--- src/rtl/requant_unit.sv ---
// Requantiser: per-element signed multiply by scale, round-half-up shift, saturate to DW bits.
// Build option: define REQUANT_RELU_EN to zero negative results before saturation.
module requant_unit #(
   parameter int D_OUT   = 2,
   parameter int DW      = 4,
   parameter int ACC_W   = 10,
   parameter int SCALE_W = 8,
   parameter int SHIFT_W = 5
) (
   input  logic                     clk,
   input  logic                     rst,
   input  logic                     in_valid,
   output logic                     in_ready,
   input  logic [D_OUT*ACC_W-1:0]   in_vec,
   input  logic [SCALE_W-1:0]       scale,
   input  logic [SHIFT_W-1:0]       shift,
   output logic                     out_valid,
   input  logic                     out_ready,
   output logic [D_OUT*DW-1:0]      out_vec,
   output logic                     sat_flag,
   output logic                     drop_err
);

   localparam int          PROD_W   = ACC_W + SCALE_W + 1;
   localparam int unsigned PROD_W_U = PROD_W;
   localparam int          RW       = PROD_W + 1;
   localparam int          IDX_W    = (D_OUT > 1) ? $clog2(D_OUT) : 1;

   localparam logic signed [DW-1:0] OUT_MAX = {1'b0, {(DW-1){1'b1}}};
   localparam logic signed [DW-1:0] OUT_MIN = {1'b1, {(DW-1){1'b0}}};

   typedef enum logic [1:0] {
      S_IDLE,
      S_CALC,
      S_HOLD
   } state_t;

   state_t                    state_q;
   logic [IDX_W-1:0]          idx_q;
   logic signed [ACC_W-1:0]   acc_q [D_OUT];
   logic [SCALE_W-1:0]        scale_q;
   logic [SHIFT_W-1:0]        shift_q;
   logic signed [DW-1:0]      out_q [D_OUT];
   logic                      in_ready_q;
   logic                      out_valid_q;
   logic                      sat_acc_q;
   logic                      sat_flag_q;
   logic                      drop_q;

   logic signed [PROD_W-1:0]  acc_ext_d;
   logic signed [PROD_W-1:0]  scl_ext_d;
   logic signed [PROD_W-1:0]  prod_d;
   logic signed [RW-1:0]      half_d;
   logic signed [RW-1:0]      sum_d;
   logic signed [RW-1:0]      rnd_d;
   logic signed [RW-1:0]      rl_d;
   logic signed [DW-1:0]      elem_d;
   logic                      elem_sat_d;

   // Datapath for the element selected by idx_q; the product is exact in PROD_W bits.
   always_comb begin
      acc_ext_d  = PROD_W'(acc_q[idx_q]);
      scl_ext_d  = PROD_W'($signed({1'b0, scale_q}));
      prod_d     = acc_ext_d * scl_ext_d;
      half_d     = '0;
      sum_d      = '0;
      rnd_d      = '0;
      rl_d       = '0;
      elem_d     = '0;
      elem_sat_d = 1'b0;

      if (shift_q == '0) begin
         rnd_d = RW'(prod_d);
      end else if (32'(shift_q) >= PROD_W_U) begin
         rnd_d = '0;
      end else begin
         half_d = RW'(1) << (shift_q - SHIFT_W'(1));
         sum_d  = RW'(prod_d) + half_d;
         rnd_d  = sum_d >>> shift_q;
      end

`ifdef REQUANT_RELU_EN
      if (rnd_d[RW-1]) begin
         rl_d = '0;
      end else begin
         rl_d = rnd_d;
      end
`else
      rl_d = rnd_d;
`endif

      if (rl_d > RW'(OUT_MAX)) begin
         elem_d     = OUT_MAX;
         elem_sat_d = 1'b1;
      end else if (rl_d < RW'(OUT_MIN)) begin
         elem_d     = OUT_MIN;
         elem_sat_d = 1'b1;
      end else begin
         elem_d = rl_d[DW-1:0];
      end
   end

   always_ff @(posedge clk or posedge rst) begin
      if (rst) begin
         state_q     <= S_IDLE;
         idx_q       <= '0;
         scale_q     <= '0;
         shift_q     <= '0;
         in_ready_q  <= 1'b1;
         out_valid_q <= 1'b0;
         sat_acc_q   <= 1'b0;
         sat_flag_q  <= 1'b0;
         drop_q      <= 1'b0;
         for (int unsigned i = 0; i < D_OUT; i++) begin
            acc_q[i] <= '0;
            out_q[i] <= '0;
         end
      end else begin
         // Any request outside IDLE is lost, including the handshake cycle of HOLD.
         if (in_valid && (state_q != S_IDLE)) begin
            drop_q <= 1'b1;
         end

         case (state_q)
            S_IDLE: begin
               if (in_valid) begin
                  for (int unsigned i = 0; i < D_OUT; i++) begin
                     acc_q[i] <= in_vec[i*ACC_W +: ACC_W];
                  end
                  scale_q    <= scale;
                  shift_q    <= shift;
                  idx_q      <= '0;
                  sat_acc_q  <= 1'b0;
                  in_ready_q <= 1'b0;
                  state_q    <= S_CALC;
               end
            end

            S_CALC: begin
               out_q[idx_q] <= elem_d;
               sat_acc_q    <= sat_acc_q | elem_sat_d;
               if (idx_q == IDX_W'(D_OUT - 1)) begin
                  sat_flag_q  <= sat_acc_q | elem_sat_d;
                  out_valid_q <= 1'b1;
                  state_q     <= S_HOLD;
               end else begin
                  idx_q <= idx_q + IDX_W'(1);
               end
            end

            S_HOLD: begin
               if (out_ready) begin
                  out_valid_q <= 1'b0;
                  in_ready_q  <= 1'b1;
                  state_q     <= S_IDLE;
               end
            end

            default: begin
               state_q <= S_IDLE;
            end
         endcase
      end
   end

   always_comb begin
      for (int unsigned i = 0; i < D_OUT; i++) begin
         out_vec[i*DW +: DW] = out_q[i];
      end
   end

   assign in_ready  = in_ready_q;
   assign out_valid = out_valid_q;
   assign sat_flag  = sat_flag_q;
   assign drop_err  = drop_q;

endmodule

--- config.mk ---
export PLATFORM = sky130hd
export DESIGN_NAME = requant_unit
export DESIGN_NICKNAME = d
export VERILOG_FILES = /design/src/rtl/requant_unit.sv
export SDC_FILE = /design/constraint.sdc
export NUM_CORES = 1
export LEC_CHECK = 0
export CORE_UTILIZATION = 60
export CTS_CLUSTER_SIZE = 25
export DETAILED_ROUTE_END_ITERATION = 8
export HOLD_SLACK_MARGIN = 0.02
export PLACE_DENSITY = 0.86
export RECOVER_POWER = 25
export SLEW_MARGIN = 20
export SYNTH_ARGS = -nofsm -noshare
export SYNTH_HDL_FRONTEND = slang
export SYNTH_SLANG_ARGS = --single-unit
--- constraint.sdc ---
create_clock -name clk -period 9.95 [get_ports clk]
set_input_delay 2.985 -clock clk [delete_from_list [all_inputs] [get_ports clk]]
set_output_delay 2.985 -clock clk [all_outputs]
set_load 0.01 [all_outputs]
Yosys cells after proc, flatten, opt, wreduce, memory -nomap -nowiden

Index checks and enable logic that the tools add are counted.

Register bits after elaboration: 49
Latch bits: 0
Memory bits (writable): 0
Memory bits (read-only): 0
Input bits: 37
Output and inout port bits: 12
Word-level logic and storage cells: 70
Memories kept: 0

$add $sub $neg: 3
Multiply operators: 1
Divide/modulo/power cells: 0
Magnitude comparators: 5
Eq/ne operators: 5
Shifts and indexed selects: 2
Multiplexer cells: 25
Bitwise logic cells: 2
Reductions and logical operators: 14

Operators with widths:

| kind                 | count |
|---|---|
| $mux 20              | 2 |
| $mux 10              | 3 |
| $add 19x20->20       | 1 |
| $gt 20x4->1 const B  | 1 |
| $lt 20x4->1 const B  | 1 |
| $shl 1x5->20 const A | 1 |
| $sshr 20x5->20       | 1 |
| $mul 10x9->19        | 1 |
| $mux 4               | 3 |
| $reduce_and 3->1     | 3 |
| $bwmux 8             | 1 |
| $pmux 1 s2           | 4 |
| $reduce_bool 2->1    | 4 |
| $mux 1               | 7 |
| $mux 2               | 3 |
| $ne 2x2->1 const B   | 3 |
| $pmux 2 s3           | 1 |
| $reduce_and 2->1     | 3 |
| $ge 5x5->1 const B   | 1 |
| $logic_not 5->1      | 1 |
| $sub 5x1->5 const B  | 1 |
| $demux 4 s1          | 1 |
| $eq 2x1->1 const B   | 1 |
| $eq 2x2->1 const B   | 1 |
| other kinds (7)      | 8 |

Depth between registers and ports, before layout

Gate-level depths: netlist of run 1.

Depth in word-level cells: 14
Depth in mapped cells: 34
Depth with buffers taken out: 31

Least setup slack after synthesis of run 1

No wires, ideal clock.

Kind: register to register
Start: register idx_q
End: register sat_flag_q (netlist: sat_flag)
Library setup time: 128 ps
Arrival time: 8,233 ps
Data required time: 9,822 ps
Path slack: 1,589 ps
Cell stages (with the launch flop): 31
Path buffers: 2
Clock period less this slack: 8,361 ps
Path through: dfrtp_1 -> clkbuf_1 -> clkbuf_1 -> mux2_2 -> and2_1 -> fa_1 -> inv_1 -> fa_1 -> inv_1 -> ha_1 -> fa_1 -> inv_1 -> fa_1 -> nand2b_1 -> a211oi_4 -> and2b_1 -> o21ai_0 -> xor2_1 -> ha_1 -> and3_1 -> and3_1 -> or3_1 -> xnor2_1 -> a222oi_1 -> o21ai_1 -> a22o_1 -> a311oi_1 -> o221ai_1 -> or4_4 -> nor4b_2 -> nor3_1

Word-level cells in the longest chain between the ends: 13
Elaborated cells between the ends (all ways): 15
Those cells by class: 1 x add/sub; 1 x mul; 2 x order compare; 1 x shift; 7 x mux; 2 x bitwise; 1 x reduce/logical

Ends and longest elaborated chain:

| element                                     | RTL line | text |
|---|---|---|
| from (decl)                                 | 39       | `logic [IDX_W-1:0] idx_q;` |
| from (signal assigned)                      | 147      | `idx_q <= idx_q + IDX_W'(1);` |
| $not 1->2 (not written as such)             | 62       | `acc_ext_d = PROD_W'(acc_q[idx_q]);` |
| $mux 10 (not written as such) (3 in series) | 62       |  |
| $mul 10x9->19                               | 64       | `prod_d = acc_ext_d * scl_ext_d;` |
| $add 19x20->20                              | 78       | `sum_d = RW'(prod_d) + half_d;` |
| $sshr 20x5->20                              | 79       | `rnd_d = sum_d >>> shift_q;` |
| $mux 20                                     | 74       | `end else if (32'(shift_q) >= PROD_W_U) begin` |
| $mux 20                                     | 72       | `if (shift_q == '0) begin` |
| $lt 20x4->1                                 | 95       | `end else if (rl_d < RW'(OUT_MIN)) begin` |
| $mux 1                                      | 95       |  |
| $mux 1                                      | 92       | `if (rl_d > RW'(OUT_MAX)) begin` |
| $or 1x1->1                                  | 143      | `sat_flag_q <= sat_acc_q \| elem_sat_d;` |
| to (signal assigned)                        | 143      |  |
| to (decl)                                   | 47       | `logic sat_flag_q;` |

Parallel ways exist; a longest one is shown, timed or not. The select of a mux whose other input is x is not followed.
A chain may end at the register's enable or synchronous reset.

Worst setup path after layout of run 1

Start: register idx_q
End: register out_q, in the netlist out_vec[5]

Word-level cells in the longest chain between the ends: 13
Elaborated cells between the ends (all ways): 19
Those cells by class: 1 x add/sub; 1 x mul; 4 x order compare; 1 x shift; 10 x mux; 1 x bitwise; 1 x reduce/logical

Ends and longest elaborated chain:

| element                                     | RTL line | text |
|---|---|---|
| $not 1->2 (not written as such) (*)         | 62, 140  |  |
| $mux 10 (not written as such) (3 in series) | 62       |  |
| $mul 10x9->19                               | 64       |  |
| $add 19x20->20                              | 78       |  |
| $sshr 20x5->20                              | 79       |  |
| $mux 20                                     | 74       |  |
| $mux 20                                     | 72       |  |
| $lt 20x4->1                                 | 95       |  |
| $mux 4                                      | 95       |  |
| $mux 4                                      | 92       |  |
| $bwmux 8 (*)                                | 140      | `out_q[idx_q] <= elem_d;` |
| to (signal, indexed assignment)             | 140      |  |
| to (decl)                                   | 43       | `logic signed [DW-1:0] out_q [D_OUT];` |

Every way passes the cells marked *; elsewhere a longest branch is shown, timed or not. The select of a mux whose other input is x is not followed.

==> run_results.csv, run 1 <==
group,metric,value,unit
hold_path,hold_class,"register to register",
clock_tree,hold_buffers,0,
global_route,antenna_found_initial,0,
hold_path,hp-start,"drop_err",
route,drcViolationCount,0,
timing,post-route-period-util,93.7,%
timing,finalHoldViolCount,0,
global_route,grt_start_max_net_pins,50,
timing,slew_headroom,-42.1,%
critical_path,critPathSlowestCell,"dfrtp_1",
timing,min_period,9.32,ns
synthesis,ys_types,84,
floorplanning,rows,42,
floorplanning,dieArea,14100,µm²
clock_tree,post_cts_buffers,0,
critical_path,cp_num_buf_inv,2,
route,wl_met1,9160,µm
route,wl_per_cell,18.8,µm
timing,final.setup_skew,0.00520,ns
timing,drv_slew,50,
critical_path,r2r_setup_slack,0.63,ns
critical_path,cp-start-kind,"register",
critical_path,cp_top_family,"adder cells",
route,ant_nets,0,
final_layout,nNetsFinal,1162,
clock_tree,clk_latency,0.30,ns
critical_path,cpPeakStageDelay,0.72,ns
timing,setup_viol,0,
critical_path,path_max_fanout,16,
synthesis,ys_async_sr_fraction,100,%
critical_path,path_depth,27,
synthesis,synth-seq-cells,49,
clock_tree,post_cts_resized,0,
route,topRoutingLayerUsed,"met4",
synthesis,synth_area_leaders,"fa_1, dfrtp_1, ha_1, mux2_2, inv_1",
synthesis,synth_commonest_cells,"inv_1, nand2_1, nor2_1",
job,drv_cap,1,
clock_tree,clk_path_buf_depth,2,
timing,tns,0,ns
clock_tree,numCtsBuffers,5,
critical_path,cp.arrival,9.52,ns
route,postRouteWirelength,22200,µm
final_layout,drive_gt1_share,8.98,%
run_status,violations,"capacitance limit, slew limit",
global_route,grt_pass1_vias,7465,
route,dr.pass1.iters,7,
synthesis,netlist_area,8170,µm²
final_layout,area_growth,8.55,%
critical_path,cp.required,10.15,ns
synthesis,synthesis.instances,990,
placement,place_congestion,0.978,
synthesis,yosysSeqAreaShare,15.0,%
run_status,status,"finished with violations",
hold_path,hold_end,"drop_err",
clock_tree,cts-root-buf,"clkbuf_16",
critical_path,r2r_cells,27,
global_route,grt_pass1_wl,36600,µm
clock_tree,cts_tree,"done",
final_layout,diodes,0,
route,met3_wirelength,1360,µm
synthesis,synth-warning-count,0,
synthesis,synth_edf_count,0,
synthesis,syn_avg_cell_area,8.25,µm²
global_route,overflow,0,
clock_tree,clk_transition_reported_paths,0.07,ns
route,drt_iter0_drc,656,
synthesis,synthMostInstantiatedCell,"inv_1",
floorplanning,start_util,61.7,%
synthesis,synth_nets,1151,
clock_tree,h-tree-depth,2,
floorplanning,die_x,119,µm
placement,io_buffers,48,
timing,rsz0062_at_grt,"false",
route,wl_met2,10800,µm
clock_tree,cts_sinks,49,
critical_path,r2r_end,"out_vec[5]",
synthesis,synth_top_cell_by_area,"fa_1",
critical_path,cp_common_cell,"fa_1",
critical_path,crit_type,"register to register",
floorplanning,dieHeight,119,µm
final_layout,fill_cells,1079,
critical_path,timing.rr.start,"idx_q",
timing,worst_pin_slew,2.12,ns
timing,max_freq,107,MHz
floorplanning,core_area,13200,µm²
synthesis,synth_top_area_share,16.4,%
route,vias_per_cell,6.31,
placement,hpwl,17300,µm
hold_path,hold_path_depth,1,
route,vias,7439,
floorplanning,ios,49,
synthesis,synth_top_flop_cell,"dfrtp_1",
global_route,grt_util_all_layers,32.5,%
critical_path,end_kind,"register",
## how the worst max path moves through the flow
stage	startpoint	to	slack, ns
floorplan	idx_q	sat_flag	1.59
global placement	idx_q	sat_flag	1.16
detailed placement	idx_q	out_vec[1]	0.89
CTS	idx_q	out_vec[1]	0.84
global route	idx_q	out_vec[2]	0.19
finish	idx_q	out_vec[5]	0.63
## registers in the layout, summed over array words and instances, names as in the netlist
| register | cells |
|---|---|
| acc_q | 20 |
| sat_flag | 1 |
| out_vec | 8 |
| in_ready | 1 |
| drop_err | 1 |
| state_q | 2 |
| shift_q | 5 |
| out_valid | 1 |
| sat_acc_q | 1 |
| idx_q | 1 |
| scale_q | 8 |
## worst reg2reg max path: cells and delay by family (launching register included)
| family | cells | cell delay [ns] |
|---|---|---|
| buffers and inverters | 2 | 0.10 |
| AO/OA/AOI/OAI | 9 | 2.51 |
| adder cells (fa/ha/maj) | 6 | 2.73 |
| XOR/XNOR | 2 | 0.53 |
| multiplexers | 1 | 0.67 |
| AND/OR/NAND/NOR | 7 | 1.96 |
| flip-flops | 1 | 0.72 |
## layout by cell type (no fill, tap or decap), types with 8 or more instances in the layout
cell type and n:
a21o_1 15, a31oi_1 8, mux2_2 39, a211oi_1 20
inv_1 114, ha_1 57, buf_4 8, fa_1 67
o211ai_1 11, nand2_1 107, xnor2_1 21, mux2i_1 11
xor2_1 8, nor2b_1 16, and2_1 45, nor2_1 70
nor3_1 13, o21ai_1 11, clkdlybuf4s50_1 45, dfrtp_1 48
nand2b_1 13, a21oi_1 47, o21ai_0 37, or3_1 13
nand3_1 11
## cell families after synthesis
kind of cell	after synthesis	synth area share, %
AO/OA/AOI/OAI	240	21.2
XOR/XNOR	33	4.00
adder cells (fa/ha/maj)	124	25.2
buffers and inverters	168	8.06
flip-flops	49	15.0
multiplexers	50	6.73
AND/OR/NAND/NOR	326	19.9
## final cells by class
cell class	count	area [µm²]	area share, %
repair buffers	56	541	6.10
flip-flops and latches	49	1230	13.8
well taps	176	220	2.48
inverters	116	437	4.93
multi-input cells	773	6290	70.9
clock buffers	5	125	1.41
clock inverters	3	26.3	0.296
## stage by stage
step / hold WS [ns] / setup WS, ns / util (%) / area, µm² / cells
floorplan: 0.475 / 1.59 / - / 8170 / 990
global placement: 0.456 / 1.16 / 65.8 / 8710 / 1170
detailed placement: 0.451 / 0.885 / 65.8 / 8710 / 1170
CTS: 0.485 / 0.840 / 66.9 / 8860 / 1178
global route: 0.497 / 0.191 / 66.9 / 8860 / 1178
finish: 0.481 / 0.628 / 66.9 / 8860 / 1178
## per-layer routing
metal,track usage [%],vias up
li1,-,3460
met1,41.3,3566
met2,56.1,330
met3,3.96,83
met4,13.2,0
met5,0,-
Power of run 1 is left out: the tool's default activity adds up to more than one toggle a clock period on the data nets, which glitch-free logic cannot reach.
==> run 2: changes to the inputs <==
--- a/config.mk
+++ b/config.mk
@@ -9,6 +9,7 @@
 export CTS_CLUSTER_SIZE = 25
 export DETAILED_ROUTE_END_ITERATION = 8
 export HOLD_SLACK_MARGIN = 0.02
+export MAX_ROUTING_LAYER = met4
 export PLACE_DENSITY = 0.86
 export RECOVER_POWER = 25
 export SLEW_MARGIN = 20
==> run 2 against run 1 <==
- the run still ends with capacitance limit, slew limit left
- highest routed layer unchanged
- cell count decreased by 0.17%
- worst setup slack improved by 0.21 ns
- register-to-register slack improved by 0.21 ns
- clock-buffer cell count did not move
- via count hardly changed
- hold slack better by 0.0057 ns
- clock skew rose by 0.0026 ns
- die area unchanged
- utilization grew 0.21 points
- global-route usage is 1.9 points higher
==> run_results.csv, run 2 (same netlist as run 1, synthesis figures left out) <==
group,metric,value,unit
run_status,status,"finished with violations",
run_status,violations,"capacitance limit, slew limit",
critical_path,critPathSlowestCell,"dfrtp_1",
final_layout,largest_reg_flops,20,
global_route,grt_util_all_layers,34.4,%
final_layout,fill_cells,1041,
timing,slew_headroom,-48.9,%
clock_tree,cts_sinks,49,
route,vias,7435,
global_route,antenna_found_initial,0,
global_route,grt_pass1_wl,37400,µm
timing,setup_viol,0,
final_layout,final_common_cell,"inv_1",
job,drv_cap,1,
clock_tree,clk_transition_reported_paths,0.07,ns
placement,hpwl,17700,µm
critical_path,end_kind,"register",
global_route,overflow,0,
floorplanning,ios,49,
final_layout,diodes,0,
route,drt_iter0_drc,648,
critical_path,cp.required,10.13,ns
critical_path,cp_top_family,"adder cells",
timing,drv_slew,50,
floorplanning,dieArea,14100,µm²
timing,worst_pin_slew,2.22,ns
critical_path,crit_type,"register to register",
route,vias_per_cell,6.32,
final_layout,drive_gt1_share,8.80,%
route,ant_nets,0,
clock_tree,hold_buffers,0,
final_layout,layout_common_cells,"inv_1, nand2_1, nor2_1",
floorplanning,die_x,119,µm
clock_tree,post_cts_resized,0,
clock_tree,cts_tree,"done",
critical_path,cpPeakStageDelay,0.73,ns
timing,max_freq,110,MHz
final_layout,regArea,1230,µm²
global_route,grt_pass1_vias,7434,
route,postRouteWirelength,22800,µm
critical_path,cp-start-kind,"register",
placement,io_buffers,48,
floorplanning,core_area,13200,µm²
timing,finalHoldViolCount,0,
floorplanning,dieHeight,119,µm
floorplanning,rows,42,
timing,tns,0,ns
critical_path,cp.arrival,9.29,ns
route,dr.pass1.iters,6,
clock_tree,h-tree-depth,2,
clock_tree,cts-root-buf,"clkbuf_16",
timing,final.setup_skew,0.00779,ns
route,wl_per_cell,19.3,µm
critical_path,cp_num_buf_inv,2,
critical_path,cp_common_cell,"fa_1",
timing,rsz0062_at_grt,"false",
timing,post-route-period-util,91.6,%
clock_tree,clk_path_buf_depth,2,
final_layout,area_growth,8.89,%
global_route,grt_start_max_net_pins,50,
hold_path,hold_class,"register to register",
placement,place_congestion,1.01,
critical_path,path_max_fanout,16,
timing,min_period,9.11,ns
final_layout,nNetsFinal,1160,
clock_tree,numCtsBuffers,5,
route,drcViolationCount,0,
final_layout,multi_input_area,6290,µm²
final_layout,largest-register,"acc_q",
clock_tree,post_cts_buffers,0,
floorplanning,start_util,61.7,%
clock_tree,clk_latency,0.30,ns
==> run 2: cell count changes in the layout (fill, tap and decap cells not counted), sizes merged <==
cell,delta
buf,-2
clkinvlp,-2
bufinv,+2
==> run 2: worst paths after layout <==
kind / cells after the start / slack [ns] / endpoint / from
max: 27 / 0.84 / sat_acc_q / idx_q
min: 1 / 0.49 / drop_err / drop_err
max reg2reg: 27 / 0.84 / sat_acc_q / idx_q
min reg2reg: 1 / 0.49 / drop_err / drop_err
max in group asynchronous: 2 / 5.20 / acc_q[18] / rst
min in group asynchronous: 2 / 3.73 / state_q[1] / rst
==> run 2: area by class of cell <==
cell class	count	area share (%)
well taps	176	2.48
flip-flops and latches	49	13.8
repair buffers	54	5.91
clock buffers	5	1.41
clock inverters	3	0.774
multi-input cells	773	70.7
inverters	116	4.91
==> run 2: per-stage QoR <==
step	instance area [µm²]	std cells	hold slack (ns)	setup slack (ns)	util, %
detailed placement	8700	1168	0.460	0.959	65.7
global placement	8700	1168	0.454	1.13	65.7
CTS	8890	1176	0.488	0.936	67.1
global route	8890	1176	0.507	0.329	67.1
finish	8890	1176	0.487	0.836	67.1
floorplan	8170	990	0.475	1.59	-
==> run 2: metal layers <==
layer | GRT usage (%) | up-vias | part of all wire (%)
met5 | - | - | 0
met2 | 56.3 | 334 | 48
met4 | 13.3 | 0 | 3.4
li1 | - | 3455 | -
met1 | 43.9 | 3577 | 42
met3 | 3.62 | 69 | 6.2
Power of run 2 is left out for the same reason.
